[config.mk]
export PLATFORM = sky130hd
export DESIGN_NAME = shift_sequencer
export DESIGN_NICKNAME = d
export VERILOG_FILES = /design/src/rtl/shift_sequencer.sv
export SDC_FILE = /design/constraint.sdc
export NUM_CORES = 1
export LEC_CHECK = 0
export ABC_CLOCK_PERIOD_IN_PS = 3710
export CAP_MARGIN = 20
export CORE_MARGIN = 8
export CORE_UTILIZATION = 40
export CTS_CLUSTER_SIZE = 12
export DETAILED_ROUTE_END_ITERATION = 7
export GPL_ROUTABILITY_DRIVEN = 0
export GPL_TIMING_DRIVEN = 0
export PLACE_DENSITY = 0.7
export SYNTH_ARGS = -nofsm -noshare
export SYNTH_HDL_FRONTEND = slang
export SYNTH_SLANG_ARGS = --single-unit
[constraint.sdc]
create_clock -name c -period 3.71 [get_ports c]
set_input_delay 0.5565 -clock c [delete_from_list [all_inputs] [get_ports c]]
set_output_delay 0.5565 -clock c [all_outputs]
set_load 0.02 [all_outputs]
[src/rtl/shift_sequencer.sv]
// Command sequencer for an 8-bit universal shift register (l/r/d/i -> q).
// Steps the register once per rising edge; pin drives are re-timed to the falling edge.
module shift_sequencer #(
  parameter int W  = 8,
  parameter int AW = 3
) (
  input  logic          c,
  input  logic          nrst,
  input  logic          cmd_valid,
  output logic          cmd_ready,
  input  logic [2:0]    cmd_op,
  input  logic [AW-1:0] cmd_amt,
  input  logic [W-1:0]  cmd_data,
  input  logic          cmd_fill,
  input  logic [W-1:0]  sr_q,
  output logic [W-1:0]  sr_d,
  output logic          sr_i,
  output logic          sr_l,
  output logic          sr_r,
  output logic          busy,
  output logic          done,
  output logic          err
);

  // state  | meaning
  // IDLE   | ready for a command, register held
  // RUN    | one register step per rising edge, cnt steps remaining
  // DONE   | one-cycle completion pulse, err valid

  typedef enum logic [1:0] {
    S_IDLE = 2'd0,
    S_RUN  = 2'd1,
    S_DONE = 2'd2
  } state_t;

  localparam logic [2:0] OP_LOAD = 3'd0;
  localparam logic [2:0] OP_SHL  = 3'd1;
  localparam logic [2:0] OP_SHR  = 3'd2;
  localparam logic [2:0] OP_ROL  = 3'd3;
  localparam logic [2:0] OP_ROR  = 3'd4;
  localparam logic [2:0] OP_ASR  = 3'd5;

  state_t        state_q, state_d;
  logic [AW-1:0] cnt_q, cnt_d;
  logic [2:0]    op_q, op_d;
  logic [W-1:0]  data_q, data_d;
  logic          fill_q, fill_d;
  logic          err_q, err_d;

  logic [W-1:0]  sr_d_q, sr_d_d;
  logic          sr_i_q, sr_i_d;
  logic          sr_l_q, sr_l_d;
  logic          sr_r_q, sr_r_d;

  logic          accept;
  logic          op_legal;
  logic          unused_sr_q;

  assign accept      = (state_q == S_IDLE) && cmd_valid;
  assign op_legal    = (cmd_op <= OP_ASR);
  assign unused_sr_q = ^sr_q[W-2:1];

  // State register and command latch
  always_ff @(posedge c or negedge nrst) begin
    if (!nrst) begin
      state_q <= S_IDLE;
      cnt_q   <= '0;
      op_q    <= OP_LOAD;
      data_q  <= '0;
      fill_q  <= 1'b0;
      err_q   <= 1'b0;
    end else begin
      state_q <= state_d;
      cnt_q   <= cnt_d;
      op_q    <= op_d;
      data_q  <= data_d;
      fill_q  <= fill_d;
      err_q   <= err_d;
    end
  end

  // Next-state logic
  always_comb begin
    state_d = state_q;
    case (state_q)
      S_IDLE: begin
        if (cmd_valid) begin
          if (!op_legal)
            state_d = S_DONE;
          else if (cmd_op == OP_LOAD)
            state_d = S_RUN;
          else if (cmd_amt == '0)
            state_d = S_DONE;
          else
            state_d = S_RUN;
        end
      end
      S_RUN: begin
        // cnt of 0 cannot occur in RUN; treating it as last step avoids a lock-up
        if (cnt_q <= AW'(1))
          state_d = S_DONE;
      end
      S_DONE:  state_d = S_IDLE;
      default: state_d = S_IDLE;
    endcase
  end

  // Command latch and step counter
  always_comb begin
    cnt_d  = cnt_q;
    op_d   = op_q;
    data_d = data_q;
    fill_d = fill_q;
    err_d  = err_q;
    if (accept) begin
      op_d   = cmd_op;
      data_d = cmd_data;
      fill_d = cmd_fill;
      err_d  = !op_legal;
      if (!op_legal)
        cnt_d = '0;
      else if (cmd_op == OP_LOAD)
        cnt_d = AW'(1);
      else
        cnt_d = cmd_amt;
    end else if (state_q == S_RUN) begin
      cnt_d = cnt_q - AW'(1);
    end
  end

  // Register pin drives; rotate/arithmetic fill comes from the previous step's q
  always_comb begin
    sr_l_d = 1'b0;
    sr_r_d = 1'b0;
    sr_i_d = sr_i_q;
    sr_d_d = sr_d_q;
    if (state_q == S_RUN) begin
      case (op_q)
        OP_LOAD: begin
          sr_l_d = 1'b1;
          sr_r_d = 1'b1;
          sr_d_d = data_q;
        end
        OP_SHL: begin
          sr_r_d = 1'b1;
          sr_i_d = fill_q;
        end
        OP_SHR: begin
          sr_l_d = 1'b1;
          sr_i_d = fill_q;
        end
        OP_ROL: begin
          sr_r_d = 1'b1;
          sr_i_d = sr_q[W-1];
        end
        OP_ROR: begin
          sr_l_d = 1'b1;
          sr_i_d = sr_q[0];
        end
        OP_ASR: begin
          sr_l_d = 1'b1;
          sr_i_d = sr_q[W-1];
        end
        default: begin
          sr_l_d = 1'b0;
          sr_r_d = 1'b0;
        end
      endcase
    end
  end

  // Falling-edge re-timing keeps l/r stable while c is high (register gates with (l|r)&c)
  always_ff @(negedge c or negedge nrst) begin
    if (!nrst) begin
      sr_d_q <= '0;
      sr_i_q <= 1'b0;
      sr_l_q <= 1'b0;
      sr_r_q <= 1'b0;
    end else begin
      sr_d_q <= sr_d_d;
      sr_i_q <= sr_i_d;
      sr_l_q <= sr_l_d;
      sr_r_q <= sr_r_d;
    end
  end

  assign sr_d      = sr_d_q;
  assign sr_i      = sr_i_q;
  assign sr_l      = sr_l_q;
  assign sr_r      = sr_r_q;
  assign busy      = (state_q != S_IDLE);
  assign done      = (state_q == S_DONE);
  assign err       = err_q;
  assign cmd_ready = (state_q == S_IDLE) && nrst;

endmodule

==> results.cfg <==
[route]
drc = 0
wl_um = 2724
vias = 943
wire_per_inst_um = 13.97
dr.pass1.iters = 4
drt_iter0_drc = 48
postRouteAntennaNets = 0
via_per_inst = 4.836

[setup_path]
cp.arrival_ns = 1.88
worstRegToRegCells = 5
cp.required_ns = 2.02
crit_fanout = 10
critical_path_class = flop to flop
crit_path_end_kind = flop
cp-start-kind = flop

[timing]
slew_viol_final = 0
relSlewSlack_pct = 51.62
final-setup-viol-count = 0
setup_ws_ns = 0.1386
tns_ns = 0
hold_viol_final = 0
fin_skew_ns = 0.01198
worst_slew_pin_slew_ns = 0.7235
rsz0062_at_grt = no

[final_layout]
fillers = 303
final_design_area_no_fill_sq_um = 1814
regArea_sq_um = 725.7
stdcell_count = 195
drive_gt1_share_pct = 24.16
area_growth_pct = 36.15
n_antenna_cell = 0
multi_input_area_sq_um = 544.3
layout.nets = 176

[floorplan]
start_util_pct = 40.90
row_count = 21
core_area_sq_um = 3258
die_x_um = 73.72
fp.dieH_um = 73.72
design.die.area_sq_um = 5434
io_pins = 41

[clocking]
cts-root-buf = clkbuf_4
cts-htree-levels = 2
cts_max_path_buffers = 2
cts_setup_buffers = 0
cts_sinks = 29
cts_tree = done
insertion_delay_ns = 0.32
clk_pin_slew_worst_paths_ns = 0.09
cts_buffers = 5

[logic_synthesis]
synth-main-ff-cell = dfrtp_1
synth.distinct_cells = 30
ys_seq_area_share_pct = 54.46
syn-instance-count = 106
async_flop_share_pct = 100.0
synth-edff-count = 0
ys_ff_latch = 29
yosys_warnings = 0
synth_nets = 134
synth.avg_cell_area_sq_um = 12.57
syn_area_sq_um = 1333

[power]
power_mw = 1.488
p_per_area_nw_per_um2 = 820.1
max-vdd-ir-drop_mv = 0.4046
p_leak_nw = 0.8568

[min_path]
min_path_cells = 1
hold_class = flop to flop

[global_routing]
grtUsageMet2_pct = 17.62
grt_max_degree = 18
antenna_found_initial = 0
grt_pass1_wl_um = 4388
grt_use_met1_pct = 11.30
grtUsageMet3_pct = 5.730
top_usage_layer = met2
grt_overflow = 0
grt.total_usage_pct = 10.82
grt_pass1_vias = 967

[placement]
dp_worst_setup_slack_ns = 0.1526
placed_area_sq_um = 1758
port_buffers = 34
hpwl_um = 2086
post-place-cells = 187

[status]
status = finished clean

[job]
maxCapViolations = 0
## final timing paths
check                      slack, ns       start         to
setup / recovery                0.14  state_q[1]    sr_d[3]
hold / removal                  0.45     sr_d[0]    sr_d[0]
setup reg to reg                0.14  state_q[1]    sr_d[3]
hold reg to reg                 0.45     sr_d[0]    sr_d[0]
max in group asynchronous       0.73        nrst    sr_d[5]
min in group asynchronous       0.67        nrst  data_q[3]
## kinds of logic after synthesis
family | Yosys count | share of synthesized area [%]
mux | 22 | 20.75
simple gates | 23 | 8.921
compound gates | 15 | 7.324
flops | 29 | 54.46
fa+ha+maj | 2 | 1.878
xor+xnor | 3 | 1.972
buf+inv | 12 | 4.695
## through the flow
stage | util, % | hold slack (ns)
after floorplan | - | 0.2609
after global placement | 53.11 | 0.4530
after CTS | 55.68 | 0.4522
after global routing | 55.68 | 0.4674
after detailed placement | 53.96 | 0.4519
final | 55.68 | 0.4505
## synth_stat cells (2+ instances only)
master / instances / share of area (%)
dfrtp_1: 18 / 34
mux2_2: 13 / 11
dfrtn_1: 11 / 21
mux2_4: 8 / 9.0
inv_1: 7 / 2.0
nand2_1: 5 / 1.4
nor2_1: 5 / 1.4
a21oi_1: 4 / 1.5
nor3_1: 4 / 1.5
nor2b_1: 3 / 1.4
a22o_1: 2 / 1.3
a31oi_1: 2 / 0.94
buf_2: 2 / 0.75
buf_6: 2 / 1.7
ha_1: 2 / 1.9
o21ai_0: 2 / 0.75
o22ai_1: 2 / 0.94
xor2_1: 2 / 1.3
## repair_timing
action	in CTS	in global routing
gates resized for setup	11	0
hold buffers	0	0
hold endpoints to repair	0	0
endpoints found under the setup margin	11	0
## cell usage in the layout (no fill, tap or decap), types with 2 or more instances in the layout
| cell type | n |
|---|---|
| buf_2 | 2 |
| dfrtn_1 | 11 |
| clkbuf_4 | 5 |
| ha_1 | 2 |
| clkbuf_8 | 2 |
| a22o_1 | 2 |
| nor2b_1 | 3 |
| a31oi_1 | 2 |
| nor2_1 | 5 |
| inv_1 | 7 |
| mux2_2 | 13 |
| o21ai_0 | 2 |
| buf_6 | 2 |
| a21oi_1 | 4 |
| clkdlybuf4s50_1 | 23 |
| mux2_4 | 8 |
| dfrtp_1 | 18 |
| xor2_1 | 2 |
| o22ai_1 | 2 |
| nor3_1 | 4 |
| nand2_1 | 5 |
| dlygate4sd2_1 | 11 |
## routing by layer
layer,vias up,wire [um]
met4,0,34
met3,5,214
met5,-,0
met2,30,1310
li1,449,-
met1,459,1165
## report_power, final
part | switching, mW | internal, mW
clock | 0.106 | 0.110
combinational | 0.339 | 0.371
sequential | 0.0853 | 0.476
## sequential cells by signal (all words and copies together) (netlist names)
signal,flops
data_q,8
sr_d,8
cnt_q,3
op_q,3
state_q,2
err,1
fill_q,1
sr_i,1
sr_l,1
sr_r,1
## final cells by class
cell class | count | area share [%]
sequential | 29 | 40.00
multi-input combinational | 65 | 30.00
timing repair buffer | 35 | 19.52
clock buffer | 7 | 3.586
tap | 46 | 3.172
buffer | 5 | 2.000
inverter | 7 | 1.448
clock inverter | 1 | 0.2759
## worst max-delay path: stages (launching register included)
cell      delay, ns
dfrtp_1        0.39
nand2b_1       0.16
buf_6          0.14
or4_4          0.41
buf_6          0.17
mux2_4         0.29
(Power assumes the default switching activity.)
==> RTL change: new RTL, same flow settings <==
Make the reset (`nrst`) synchronous in 2 clocked blocks.
--- a/src/rtl/shift_sequencer.sv
+++ b/src/rtl/shift_sequencer.sv
@@ -63,3 +63,3 @@
   // State register and command latch
-  always_ff @(posedge c or negedge nrst) begin
+  always_ff @(posedge c) begin
     if (!nrst) begin
@@ -172,3 +172,3 @@
   // Falling-edge re-timing keeps l/r stable while c is high (register gates with (l|r)&c)
-  always_ff @(negedge c or negedge nrst) begin
+  always_ff @(negedge c) begin
     if (!nrst) begin
Function: not checked (the comparison handles one clock edge and no latches or derived clocks); the edit may change what the design does.
==> RTL change against the original RTL <==
Via count is 38% higher. Die area is 1.7% lower. Sequential cell count stayed put. Sequential share of layout area is 7.3 points lower. Final area is 2.1% lower. Synthesized cell count is 52% higher. Worst setup slack better by 98 ps. Wire length is 27% higher. Synthesized area is 2.2% lower. Register-to-register slack better by 230 ps. Final cell count is 31% higher.
Power is not compared: it rests on default switching activity, and its combinational part moved more than twofold at a synthesized area within 25%.
==> RTL change: results (changes against the original RTL) <==
[cells_and_area]
drive_gt1_share_pct=9.91  ; -14 points
final.fill_count=302  ; -0.33%
finalNonFillerCells=256  ; +31%

[detailed_routing]
dr.first_iter.drc_count=59  ; +23%
wl_per_cell_um=13.5  ; -3.6%
via_per_inst=5.09  ; +5.2%

[yosys]
synth_async_sr_flop_share_pct=0  ; -100 points
ys.flop_type=dfxtp_1
yosys.cell_types.count=35  ; +17%
synth_area_leaders=dfxtp_1, a21oi_1, nand2_1
synth_xor_area_share_pct=1.34  ; -0.63 points
synth-compound-area-share_pct=23.4  ; +16 points
ys_top_cells_by_count=dfxtp_1, nand2_1, a21oi_1
synth_cells=161  ; +52%
yosysSeqAreaShare_pct=44.5  ; -9.9 points
synth_nets=189  ; +41%
synth_mux_area_share_pct=0.768  ; -20 points

[setup_path]
critPathTopFamily=buffers and inverters
rr_worst_depth=4  ; -1
arrival_ps=2920  ; +1040 ps
slowest_stage=dlygate4sd2_1
cpPeakStageDelay_ps=350  ; -60 ps

[placement]
detailed_place.area_mm2=0.00169  ; -3.9%
pre_cts_slack_ps=-33.1  ; -186 ps
post-dp-hpwl_um=2520  ; +21%
placed_cells_incl_taps=238  ; +27%
io_buffers=33  ; -2.9%

[hold_path]
hold_depth=2  ; +1

[timing]
worst_pin_slew_ps=795  ; +71.9 ps

[outcome]
outcome=complete, no violations

[clock_network]
clk_pin_slew_worst_paths_ps=40  ; -50 ps
worst_skew_pair.late_latency_ps=390  ; +70 ps

[grt]
grt_pass1_vias=1254  ; +30%
gr-usage-all-layers_pct=13.2  ; +2.3 points
grt_max_degree=11  ; -7
grt_pass1_wl_um=5590  ; +27%

RTL change: layout make-up:
type | instances | share of cell area (%)
Clock buffer | 5 | 2.11
Buffer | 12 | 3.31
Clock inverter | 14 | 3.74
Timing Repair Buffer | 33 | 17.8
Multi-Input combinational cell | 114 | 36.2
Tap cell | 44 | 3.10
Inverter | 5 | 1.06
Sequential cell | 29 | 32.7
RTL change: power groups by stage:
stage	logic [mW]	clock network (mW)	registers [mW]
detailed placement	0.150	0.0199	0.350
global route	0.163	0.272	0.346
CTS	0.150	0.252	0.344
finish	0.150	0.244	0.344
floorplan	0.0889	0.0199	0.351
global placement	0.148	0.0199	0.349
RTL change: final timing paths:
| check | startpoint | end | slack (ps) |
|---|---|---|---|
| worst max-delay path | sr_i$_SDFFE_NN0P_ | sr_i | 240 |
| worst min register to register | sr_d[7]$_SDFFE_NN0P_ | sr_d[7]$_SDFFE_NN0P_ | 480 |
| worst max register to register | op_q[2]$_SDFFE_PN0P_ | sr_d[0]$_SDFFE_NN0P_ | 370 |
| worst min-delay path | sr_d[7]$_SDFFE_NN0P_ | sr_d[7]$_SDFFE_NN0P_ | 480 |
RTL change: through the flow:
stage	utilization, %	power (mW)	hold WS, ps	setup TNS [ps]
after floorplan	-	0.460	437	0
after global placement	54.9	0.517	446	-253
after detailed placement	54.9	0.521	451	-204
after CTS	57.7	0.746	474	0
after global routing	57.7	0.782	498	0
final	57.7	0.738	476	0
RTL change: routing by layer:
| layer | vias up | track usage [%] | share of wire (%) |
|---|---|---|---|
| met5 | - | 0 | 0 |
| met3 | 5 | 3.71 | 4.6 |
| met2 | 23 | 21.1 | 49 |
| met1 | 616 | 15.6 | 45 |
| li1 | 658 | - | - |
| met4 | 0 | 6.67 | 1.4 |
RTL change: logic make-up after synthesis:
| logic type | Yosys count |
|---|---|
| flops | 29 |
| fa+ha+maj | 2 |
| compound gates | 50 |
| mux | 1 |
| buf+inv | 18 |
| simple gates | 59 |
| xor+xnor | 2 |
RTL change: timing repair:
| action | CTS | global route |
|---|---|---|
| endpoints found under the hold margin | 0 | 0 |
| hold buffers | 0 | 0 |
| endpoints found under the setup margin | 11 | 0 |
| gates resized for setup | 11 | 0 |
